### src/rtl/snake_engine_param.sv
// Snake game core: PS2 direction decode, timed grid stepping with a body buffer,
// wall/self/food hit detection and a registered per-pixel body query for the renderer.
module snake_engine_param #(
    parameter int COORD_W  = 11,
    parameter int STEP     = 10,
    parameter int X_MIN    = 210,
    parameter int X_MAX    = 710,
    parameter int Y_MIN    = 200,
    parameter int Y_MAX    = 460,
    parameter int START_X  = 470,
    parameter int START_Y  = 300,
    parameter int INIT_LEN = 3,
    parameter int MAX_LEN  = 16,
    parameter int WIN_LEN  = 10,
    parameter int TICK_DIV = 2500000,
    parameter int FOOD_TOL = 5
) (
    input  logic                             clk,
    input  logic                             reset_to_start,
    input  logic [7:0]                       ps2_data_out,
    input  logic [COORD_W-1:0]               food_x,
    input  logic [COORD_W-1:0]               food_y,
    input  logic [COORD_W-1:0]               query_x,
    input  logic [COORD_W-1:0]               query_y,
    output logic                             query_hit,
    output logic [COORD_W-1:0]               head_x,
    output logic [COORD_W-1:0]               head_y,
    output logic [$clog2(MAX_LEN+1)-1:0]     length,
    output logic                             food_eaten,
    output logic                             running,
    output logic                             you_win,
    output logic                             you_lose
);
    localparam int LEN_W  = $clog2(MAX_LEN + 1);
    localparam int TICK_W = $clog2(TICK_DIV + 1);

    localparam logic [COORD_W-1:0] STEP_C     = COORD_W'(STEP);
    localparam logic [COORD_W-1:0] X_MIN_C    = COORD_W'(X_MIN);
    localparam logic [COORD_W-1:0] X_MAX_C    = COORD_W'(X_MAX);
    localparam logic [COORD_W-1:0] Y_MIN_C    = COORD_W'(Y_MIN);
    localparam logic [COORD_W-1:0] Y_MAX_C    = COORD_W'(Y_MAX);
    localparam logic [COORD_W-1:0] FOOD_TOL_C = COORD_W'(FOOD_TOL);
    localparam logic [LEN_W-1:0]   MAX_LEN_C  = LEN_W'(MAX_LEN);
    localparam logic [LEN_W-1:0]   WIN_LEN_C  = LEN_W'(WIN_LEN);
    localparam logic [LEN_W-1:0]   INIT_LEN_C = LEN_W'(INIT_LEN);
    localparam logic [TICK_W-1:0]  TICK_LAST  = TICK_W'(TICK_DIV - 1);

    localparam logic [7:0] KEY_UP    = 8'h43;
    localparam logic [7:0] KEY_DOWN  = 8'h42;
    localparam logic [7:0] KEY_LEFT  = 8'h3B;
    localparam logic [7:0] KEY_RIGHT = 8'h4B;
    localparam logic [7:0] KEY_SPACE = 8'h29;

    typedef enum logic [1:0] {ST_IDLE, ST_RUN, ST_WIN, ST_LOSE} state_t;
    typedef enum logic [1:0] {DIR_UP, DIR_DOWN, DIR_LEFT, DIR_RIGHT} dir_t;

    state_t               state_r;
    dir_t                 dir_r;
    dir_t                 pending_r;
    logic [TICK_W-1:0]    tick_r;
    logic                 grow_r;
    logic                 moved_r;
    logic [LEN_W-1:0]     len_r;
    logic [COORD_W-1:0]   seg_x_r [MAX_LEN];
    logic [COORD_W-1:0]   seg_y_r [MAX_LEN];
    logic                 food_eaten_r;
    logic                 running_r;
    logic                 you_win_r;
    logic                 you_lose_r;
    logic                 query_hit_r;

    state_t               next_state_s;
    dir_t                 key_dir_s;
    logic                 key_valid_s;
    logic                 move_s;
    logic                 lose_s;
    logic                 win_s;
    logic                 wall_s;
    logic                 self_s;
    logic                 food_hit_s;
    logic                 query_match_s;
    logic [COORD_W-1:0]   nx_s;
    logic [COORD_W-1:0]   ny_s;
    logic [LEN_W-1:0]     self_limit_s;
    logic [LEN_W-1:0]     new_len_s;

    function automatic logic is_opposite(input dir_t a, input dir_t b);
        case (a)
            DIR_UP:    return b == DIR_DOWN;
            DIR_DOWN:  return b == DIR_UP;
            DIR_LEFT:  return b == DIR_RIGHT;
            DIR_RIGHT: return b == DIR_LEFT;
            default:   return 1'b0;
        endcase
    endfunction

    function automatic logic [COORD_W-1:0] abs_diff(input logic [COORD_W-1:0] a,
                                                    input logic [COORD_W-1:0] b);
        return (a >= b) ? (a - b) : (b - a);
    endfunction

    // Next-move geometry, hit detection, key decode and next FSM state.
    always_comb begin
        key_valid_s = 1'b1;
        key_dir_s   = DIR_RIGHT;
        case (ps2_data_out)
            KEY_UP:    key_dir_s = DIR_UP;
            KEY_DOWN:  key_dir_s = DIR_DOWN;
            KEY_LEFT:  key_dir_s = DIR_LEFT;
            KEY_RIGHT: key_dir_s = DIR_RIGHT;
            default:   key_valid_s = 1'b0;
        endcase

        nx_s = seg_x_r[0];
        ny_s = seg_y_r[0];
        case (pending_r)
            DIR_UP:    ny_s = seg_y_r[0] - STEP_C;
            DIR_DOWN:  ny_s = seg_y_r[0] + STEP_C;
            DIR_LEFT:  nx_s = seg_x_r[0] - STEP_C;
            DIR_RIGHT: nx_s = seg_x_r[0] + STEP_C;
            default:   nx_s = seg_x_r[0];
        endcase

        move_s = (state_r == ST_RUN) && (tick_r == TICK_LAST);
        wall_s = (nx_s <= X_MIN_C) || (nx_s >= X_MAX_C) ||
                 (ny_s <= Y_MIN_C) || (ny_s >= Y_MAX_C);

        // The tail vacates its cell on a non-growing move, so it cannot be hit.
        self_limit_s  = grow_r ? len_r : (len_r - LEN_W'(1));
        self_s        = 1'b0;
        query_match_s = 1'b0;
        for (int i = 0; i < MAX_LEN; i++) begin
            if ((LEN_W'(i) < self_limit_s) && (seg_x_r[i] == nx_s) && (seg_y_r[i] == ny_s)) begin
                self_s = 1'b1;
            end else begin
                self_s = self_s;
            end
            if ((LEN_W'(i) < len_r) && (seg_x_r[i] == query_x) && (seg_y_r[i] == query_y)) begin
                query_match_s = 1'b1;
            end else begin
                query_match_s = query_match_s;
            end
        end

        lose_s    = move_s && (wall_s || self_s);
        new_len_s = (grow_r && (len_r < MAX_LEN_C)) ? (len_r + LEN_W'(1)) : len_r;
        win_s     = move_s && !lose_s && (new_len_s == WIN_LEN_C);

        food_hit_s = moved_r && (state_r == ST_RUN) &&
                     (abs_diff(seg_x_r[0], food_x) <= FOOD_TOL_C) &&
                     (abs_diff(seg_y_r[0], food_y) <= FOOD_TOL_C);

        next_state_s = state_r;
        case (state_r)
            ST_IDLE: begin
                if (ps2_data_out == KEY_SPACE) next_state_s = ST_RUN;
                else                           next_state_s = ST_IDLE;
            end
            ST_RUN: begin
                if (lose_s)     next_state_s = ST_LOSE;
                else if (win_s) next_state_s = ST_WIN;
                else            next_state_s = ST_RUN;
            end
            ST_WIN:  next_state_s = ST_WIN;
            ST_LOSE: next_state_s = ST_LOSE;
            default: next_state_s = ST_IDLE;
        endcase
    end

    // Game state, body buffer, direction latch, move timer and registered outputs.
    always_ff @(posedge clk) begin
        if (reset_to_start) begin
            state_r      <= ST_IDLE;
            dir_r        <= DIR_RIGHT;
            pending_r    <= DIR_RIGHT;
            tick_r       <= '0;
            grow_r       <= 1'b0;
            moved_r      <= 1'b0;
            len_r        <= INIT_LEN_C;
            food_eaten_r <= 1'b0;
            running_r    <= 1'b0;
            you_win_r    <= 1'b0;
            you_lose_r   <= 1'b0;
            query_hit_r  <= 1'b0;
            for (int i = 0; i < MAX_LEN; i++) begin
                seg_x_r[i] <= COORD_W'(START_X - i * STEP);
                seg_y_r[i] <= COORD_W'(START_Y);
            end
        end else begin
            state_r      <= next_state_s;
            running_r    <= (next_state_s == ST_RUN);
            you_win_r    <= (next_state_s == ST_WIN);
            you_lose_r   <= (next_state_s == ST_LOSE);
            query_hit_r  <= query_match_s;
            food_eaten_r <= food_hit_s;
            moved_r      <= move_s && !lose_s;

            if (((state_r == ST_IDLE) || (state_r == ST_RUN)) && key_valid_s &&
                !is_opposite(key_dir_s, dir_r)) begin
                pending_r <= key_dir_s;
            end

            if (state_r == ST_RUN) tick_r <= move_s ? '0 : (tick_r + TICK_W'(1));
            else                   tick_r <= '0;

            if (move_s) dir_r <= pending_r;

            if (move_s && !lose_s) begin
                for (int i = 1; i < MAX_LEN; i++) begin
                    seg_x_r[i] <= seg_x_r[i-1];
                    seg_y_r[i] <= seg_y_r[i-1];
                end
                seg_x_r[0] <= nx_s;
                seg_y_r[0] <= ny_s;
                len_r      <= new_len_s;
                grow_r     <= 1'b0;
            end
            // A food hit always arms growth for the following move.
            if (food_hit_s) grow_r <= 1'b1;
        end
    end

    assign head_x     = seg_x_r[0];
    assign head_y     = seg_y_r[0];
    assign length     = len_r;
    assign food_eaten = food_eaten_r;
    assign running    = running_r;
    assign you_win    = you_win_r;
    assign you_lose   = you_lose_r;
    assign query_hit  = query_hit_r;

endmodule

### config.mk
export PLATFORM = sky130hd
export DESIGN_NAME = snake_engine_param
export DESIGN_NICKNAME = d
export VERILOG_FILES = /design/src/rtl/snake_engine_param.sv
export SDC_FILE = /design/constraint.sdc
export NUM_CORES = 1
export LEC_CHECK = 0
export ABC_CLOCK_PERIOD_IN_PS = 8500
export CAP_MARGIN = 20
export CORE_MARGIN = 1
export CORE_UTILIZATION = 35
export CTS_CLUSTER_DIAMETER = 120
export DETAILED_ROUTE_END_ITERATION = 7
export PLACE_DENSITY_LB_ADDON = 0.2
export SLEW_MARGIN = 20
export SYNTH_ARGS = -nofsm -noshare
export SYNTH_HDL_FRONTEND = slang
export SYNTH_SLANG_ARGS = --single-unit
### constraint.sdc
create_clock -name clk -period 8.5 [get_ports clk]
set_input_delay 2.125 -clock clk [delete_from_list [all_inputs] [get_ports clk]]
set_output_delay 2.125 -clock clk [all_outputs]
set_load 0.01 [all_outputs]
[Word-level counts from Yosys, hierarchy flattened]
Memories as Yosys holds them, arrays and structs flattened.
Index checks and enable logic that the tools add are counted.
Storage, ports and cells
  memory bits (writable): 352
  memories kept: 2
  output and inout port bits: 32
  word-level logic and storage cells: 358
  flip-flop bits (word level): 40
Operators by class
  bitwise gates (word level): 33
  reductions and logical operators: 88
  magnitude comparators: 41
  add/sub/neg operators: 11
  eq/ne operators: 86
  mux-type cells: 85
Memories
  seg_x_r: words 16, width 11, rd ports 16, clocked after memory_dff 0, wr ports 16, RTL line 64  | logic [COORD_W-1:0] seg_x_r [MAX_LEN];
  seg_y_r: words 16, width 11, rd ports 16, clocked after memory_dff 0, wr ports 16, RTL line 65  | logic [COORD_W-1:0] seg_y_r [MAX_LEN];
Operators by type and width (number)
  equality test 11 bit: 64
  2-to-1 mux 11 bit: 34
  < comparator 4 x 5 -> 1 bit (first input constant): 16
  logical AND 1 bit: 74
  case mux 11 bit (2 select lines): 2
  subtractor 11 bit: 4
  2-to-1 mux 1 bit: 42
  < comparator 3 x 5 -> 1 bit (first input constant): 8
  OR 1 bit: 32
  equality test 8 x 7 -> 1 bit (second input constant): 3
  adder 11 x 4 -> 11 bit (second input constant): 2
  adder 22 x 1 -> 22 bit (second input constant): 1
  equality test 22 bit (second input constant): 1
  greater-or-equal comparator 11 bit: 2
  less-or-equal comparator 11 x 3 -> 1 bit (second input constant): 2
  less-or-equal comparator 11 x 8 -> 1 bit (second input constant): 2
  subtractor 11 x 4 -> 11 bit (second input constant): 2
  equality test 2 bit (second input constant): 10
  < comparator 1 x 5 -> 1 bit (first input constant): 4
  < comparator 2 x 5 -> 1 bit (first input constant): 4
  equality test 8 x 6 -> 1 bit (second input constant): 2
  greater-or-equal comparator 11 x 10 -> 1 bit (second input constant): 1
  greater-or-equal comparator 11 x 9 -> 1 bit (second input constant): 1
  equality test 2 x 1 -> 1 bit (second input constant): 5
  16 further kinds: 26

[Longest topological paths before layout]
Gate-level depths: netlist of run 1.
An unclocked memory read counts as a cell.
  word-level depth: 31
  depth in mapped cells: 21
  gate-level depth less buffers: 15

[Worst setup path after synthesis of run 1]
No wires, ideal clock.
  kind: flip-flop to flip-flop
  from: memory seg_x_r[0][1]
  to: memory seg_x_r[0][10] (enable)
  period minus slack after synthesis: 8.946 ns
  library setup time: 1.598 ns
  arrival: 7.348 ns
  setup slack: -0.446 ns
  cell stages (with the launch flop): 18
  path through: edfxtp_1 > buf_2 > buf_2 > inv_1 > fa_1 > clkbuf_1 > nor2b_1 > a21oi_2 > o22ai_1 > a2111o_1 > nor4_1 > nand4_1 > nor4_1 > nor4_2 > and2_1 > buf_2 > nand3_1 > nand2_1
RTL lines (RTL line)
  start: declaration: 64

==> impl_metrics.yaml, run 1 <==
logic_synthesis:
  synth_edf_count: 200
  synth.cell_area_um2: 27400
  synth-seq-cells: 360
  synth_flop_cell: "edfxtp_1"
  synth_common_cells: "xnor2_1, xor2_1, nand4_1, edfxtp_1, o21ai_0"
  yosysUniqueCellTypes: 109
  ys_async_sr_fraction_pct: 0
  synthTopCellsByArea: "edfxtp_1, dfxtp_1, xnor2_1"
  yosysTopAreaCell: "edfxtp_1"
  synth.top_cell.area_share_pct: 21.9
  yosysWarnings: 0
  postSynthCellCount: 3025
  ys_seq_area_share_pct: 33.6
  syn_area_per_cell_um2: 9.06
  yosysMostFrequentCell: "xnor2_1"
setup_path:
  crit_chain: "nand2_1 -> inv_1 -> ha_1 -> or3b_1 -> a31oi_1 -> nor2_2 -> buf_4 -> xnor2_1 -> nor4_1 -> nand4_1 -> nor4_1 -> nor4_2 -> and2_4 -> nand3_1 -> nand2_8 -> buf_4"
  worstSetupPathType: "reg2reg"
  crit_fanout: 104
  max_stage_delay_ps: 950
  arrival_ps: 7370
  cp_data_required_time_ps: 8840
  worstSetupEndpointType: "flop"
  cp_slowest_cell: "nor2_2"
  cp-start-kind: "flop"
clocking:
  cts-root-buf: "clkbuf_16"
  clk_pin_slew_ps: 60
  cts_resized: 0
  worstSkewPairLatency_ps: 630
  cts_tree: "done"
  h-tree-depth: 2
  hold_buffers: 0
  clk_path_buf_depth: 3
  cts_setup_buffers: 0
  cts_sinks: 360
  numCtsBuffers: 46
run:
  cap_viol_max_count: 0
die:
  dieArea_um2: 79400
  die_y_um: 282
  start_util_pct: 35.4
  core_area_um2: 77500
  dieWidth_um: 282
  io_pins: 86
  core.rowCount: 102
finish:
  drive_above_1_share_pct: 7.87
  fill_cells: 7734
  syn2layout_area_growth_pct: 12.5
  multi_input_area_um2: 16900
  fin_nets: 3132
  seqCellArea_um2: 9210
timing:
  setup_tns_ps: 0
  worst_slew_pin_slew_ps: 1190
  relSlewSlack_pct: 20.5
  finalHoldViolCount: 0
  setup_ws_ps: 1470
  drv_slew: 0
  grt_setup_unrepaired: "no"
  fmax_mhz: 142
  finClkSkew_ps: 60.0
  period_minus_slack_ps: 7030
  period_share_pct: 82.7
  setup_viol: 0
power_and_ir_drop:
  p_int_mw: 3.26
  ir_drop_uv: 125
  power_leakage_nw: 10.3
  clkPwrFrac_pct: 44.2
  p_seq_share_pct: 42.2
  p_per_area_nw_per_um2: 147
  p_sw_mw: 1.28
  combPwrFrac_pct: 13.6
  sw_frac_of_total_pct: 28.3
  p_total_mw: 4.54
detailed_routing:
  drcViolationCount: 0
  drt-total-wl_um: 130000
  viasPerCell: 6.30
  vias: 25764
  drtIter0Drc: 3266
  wire_per_inst_um: 31.8
  firstDrtPassIters: 5
  postRouteAntennaNets: 0
outcome:
  status: "finished clean"
grt:
  antenna_found_initial: 4
  overflow: 0
  grt_pass1_wl_um: 183000
  grt_max_degree: 105
  grt_pass1_vias: 24112
  grt_usage_pct: 32.2
placement:
  io_buffers: 83
  hpwlAfterDp_um: 94200
  place.gp.congestion: 1.10
  dp_slack_ps: 1400
worst_hold_path:
  worstHoldPathType: "reg2reg"
-- placed cells by master (no fill, tap or decap), types with 17 or more instances in the layout --
cell	n
ha_1	59
xor2_1	300
a21oi_1	142
xnor2_1	322
o21ai_0	170
mux2i_1	18
or3_1	19
o211ai_1	22
nand2_1	120
nor2_1	111
clkdlybuf4s50_1	82
nor4_1	91
a31oi_1	29
nand2b_1	82
nand4_1	207
clkbuf_16	48
xnor3_1	25
nor2b_1	18
inv_1	78
and2_1	95
nor3_1	52
edfxtp_1	200
a21o_1	27
buf_4	89
a211oi_1	17
nand3_1	113
o2111ai_1	19
dfxtp_1	159
-- registers in the layout, indices dropped and copies added (netlist names) --
name	count
seg_x_r	160
seg_y_r	160
tick_r	22
length	5
dir_r	2
pending_r	2
state_r	2
food_eaten	1
grow_r	1
moved_r	1
query_hit	1
running	1
you_lose	1
you_win	1
-- worst paths after layout --
| path | startpoint | to | slack, ps | depth (start not counted) |
|---|---|---|---|---|
| worst max-delay path | pending_r[0] | seg_x_r[8][9] | 1470 | 16 |
| worst min-delay path | tick_r[0] | tick_r[0] | 470 | 1 |
| worst min register to register | tick_r[0] | tick_r[0] | 470 | 1 |
| worst max register to register | pending_r[0] | seg_x_r[8][9] | 1470 | 16 |
-- final cells by class --
class                           count  share of cell area [%]
Antenna cell                        1                 0.00812
Sequential cell                   360                    29.9
Timing Repair Buffer              176                    5.11
Multi-Input combinational cell   2347                    54.8
Tap cell                         1040                    4.22
Inverter                           82                    1.01
Clock inverter                     25                   0.844
Clock buffer                       59                    4.16
-- layer usage --
layer  GRT usage, %  wire length [um]
met1           42.2             52200
met2           48.8             56400
met3           6.80             12900
met4           18.7              8560
met5              0                34
-- worst max-delay path, delay by kind of cell, from the launching register on --
family / cells / cell delay (ps)
and+or+nand+nor: 10 / 4310
buffers and inverters: 3 / 1110
xor gates and xnor gates: 1 / 90
AOI/OAI and AO/OA: 1 / 120
DFF: 1 / 460
adders and majority gates: 1 / 450
-- cell families after synthesis --
kind of cell / count (synthesis) / share of synthesized area [%]
other cells: 1 / 0.0137
flops: 360 / 33.6
fa+ha+maj: 66 / 3.17
xor+xnor: 648 / 22.0
compound gates: 593 / 14.2
mux: 33 / 1.41
buf+inv: 322 / 5.05
simple gates: 1002 / 20.6
-- power by group through the flow --
stage	registers (mW)	logic, mW	clock network [mW]
2_1_floorplan	1.92	0.388	0
3_3_place_gp	1.95	0.598	0
3_5_place_dp	1.95	0.595	0
4_1_cts	1.91	0.599	2.03
5_1_grt	1.92	0.644	2.10
6_report	1.92	0.615	2.01
-- through the flow --
| step | area (um2) | hold slack, ps | util, % | std cells |
|---|---|---|---|---|
| after global placement | 29300 | 456 | 37.8 | 4005 |
| final | 30800 | 469 | 39.8 | 4090 |
| after global routing | 30800 | 510 | 39.8 | 4089 |
| after detailed placement | 29300 | 461 | 37.8 | 4005 |
| after CTS | 30800 | 475 | 39.8 | 4089 |
| after floorplan | 27400 | 441 | - | 3029 |
Note: power is estimated with default switching activity, not from simulation.
==> run 2: changes to the inputs <==
ABC_CLOCK_PERIOD_IN_PS = 5750   (was 8500)
clock period = 5.75 ns   (was 8.5 ns; I/O delays follow)
==> run 2 against run 1 <==
Effect of this change: final area is 3.0% higher; first-iteration DRC count is 2.7% lower; critical path type unchanged; fmax is 28% higher; sequential power is 47% higher; flip-flop and latch count stayed put; non-clock buffer count is 99 higher; highest routed layer unchanged.
==> impl_metrics.yaml, run 2 (synthesized netlist as in run 1, its figures left out) <==
outcome:
  status: "finished clean"
run:
  cap_viol_max_count: 0
timing:
  grt_setup_unrepaired: "no"
  period_minus_slack_ps: 5480
  finClkSkew_ps: 28.2
  fmax_mhz: 182
  worst_slew_pin_slew_ps: 1040
  setup_viol: 0
  setup_ws_ps: 270
  period_share_pct: 95.3
  whs_ps: 490
  finalHoldViolCount: 0
  relSlewSlack_pct: 30.3
  drv_slew: 0
  setup_tns_ps: 0
setup_path:
  crit_chain: "nand2_1 -> buf_4 -> ha_1 -> o211ai_2 -> o21ai_4 -> mux2_4 -> a21oi_2 -> or2_1 -> xnor2_1 -> nor4_1 -> buf_4 -> nor4_2 -> nand4b_1 -> buf_12 -> or4_1 -> mux2_1"
  worst_path_most_repeated_cell: "buf_4"
  max_stage_delay_ps: 580
  worstSetupEndpointType: "flop"
  arrival_ps: 5960
  crit_fanout: 21
  reg2reg_slack_ps: 270
  cp_slowest_cell: "or2_1"
  cp_data_required_time_ps: 6230
  path_buf_inv: 3
  cp-start-kind: "flop"
  critPathTopFamily: "simple AND/OR/NAND/NOR gates"
  worstSetupPathType: "reg2reg"
grt:
  overflow: 0
  grt_pass1_vias: 24477
  grt_usage_pct: 32.3
  grt_max_degree: 126
  antenna_found_initial: 5
  grt_pass1_wl_um: 184000
finish:
  final_cell_mix: "xnor2_1, xor2_1, nand4_1"
  instances_no_fill: 4194
  final_core_util_pct: 41.0
  syn2layout_area_growth_pct: 15.8
  stdcell_area_um2: 31700
  fin_nets: 3232
  final_common_cell: "xnor2_1"
  fill_cells: 7774
  reg_top3: "seg_x_r x160, seg_y_r x160, tick_r x22"
  drive_above_1_share_pct: 11.1
detailed_routing:
  viasPerCell: 6.25
  postRouteAntennaNets: 0
  drtIter0Drc: 3178
  wire_per_inst_um: 31.1
  drt-total-wl_um: 131000
  vias: 26211
  drcViolationCount: 0
  firstDrtPassIters: 8
die:
  core_area_um2: 77500
  die_y_um: 282
  dieArea_um2: 79400
  dieWidth_um: 282
  start_util_pct: 35.4
  core.rowCount: 102
  io_pins: 86
placement:
  dp_cells: 4104
  dp_slack_ps: -40.9
  io_buffers: 83
  place_area_um2: 30100
  hpwlAfterDp_um: 95900
  place.gp.congestion: 1.05
clocking:
  cts-root-buf: "clkbuf_16"
  clk_pin_slew_ps: 60
  cts_tree: "done"
  cts_sinks: 360
  numCtsBuffers: 47
  hold_buffers: 0
  clk_path_buf_depth: 3
  cts_resized: 0
  h-tree-depth: 2
  cts_setup_buffers: 0
  worstSkewPairLatency_ps: 610
power_and_ir_drop:
  p_total_mw: 6.85
  power_leakage_nw: 10.9
  p_per_area_nw_per_um2: 216
  ir_drop_uv: 193
worst_hold_path:
  worstHoldPathType: "reg2reg"
[run 2: changes by cell type in the layout (fill, tap and decap cells not counted), moves of 2 or more]
cell	previous run	this run
clkdlybuf4s50_1	82	78
a2111oi_0	15	17
buf_2	1	5
a2111oi_1	2	0
clkinvlp_4	6	1
clkinv_2	7	10
clkbuf_16	48	50
buf_12	4	15
inv_4	3	1
diode_2	1	3
clkbuf_2	0	2
clkinv_4	0	2
buf_4	89	177
[run 2: layer usage]
layer | share of wire [%] | GRT usage, %
met1 | 40 | 42.3
met2 | 44 | 49.3
met3 | 9.8 | 6.19
met4 | 6.7 | 19.3
met5 | 0.059 | 0
[run 2: final cells by class]
class,instances,area (um2),area share (%)
Inverter,82,312,0.982
Timing Repair Buffer,275,2430,7.67
Antenna cell,3,7.51,0.0237
Tap cell,1040,1300,4.10
Clock buffer,64,1350,4.24
Clock inverter,23,234,0.737
Sequential cell,360,9210,29.0
Multi-Input combinational cell,2347,16900,53.2
[run 2: power by group]
group | switching, mW | total, mW | internal (mW)
clock network | 1.27 | 3.06 | 1.79
logic | 0.587 | 0.960 | 0.373
registers | 0.0791 | 2.83 | 2.75
total | 1.94 | 6.85 | 4.91
[run 2: worst register-to-register path, cell delays in order, from the launching register on]
cell	delay, ps
dfxtp_4	400
nand2_1	150
buf_4	220
ha_1	490
o211ai_2	280
o21ai_4	490
mux2_4	410
a21oi_2	150
or2_1	580
xnor2_1	190
nor4_1	90
buf_4	150
nor4_2	370
nand4b_1	270
buf_12	240
or4_1	560
mux2_1	320
[run 2: worst paths after layout]
| path | to | startpoint | depth (start not counted) |
|---|---|---|---|
| min | tick_r[0] | tick_r[0] | 1 |
| max | length[3] | pending_r[1] | 16 |
| min reg2reg | tick_r[0] | tick_r[0] | 1 |
| max reg2reg | length[3] | pending_r[1] | 16 |
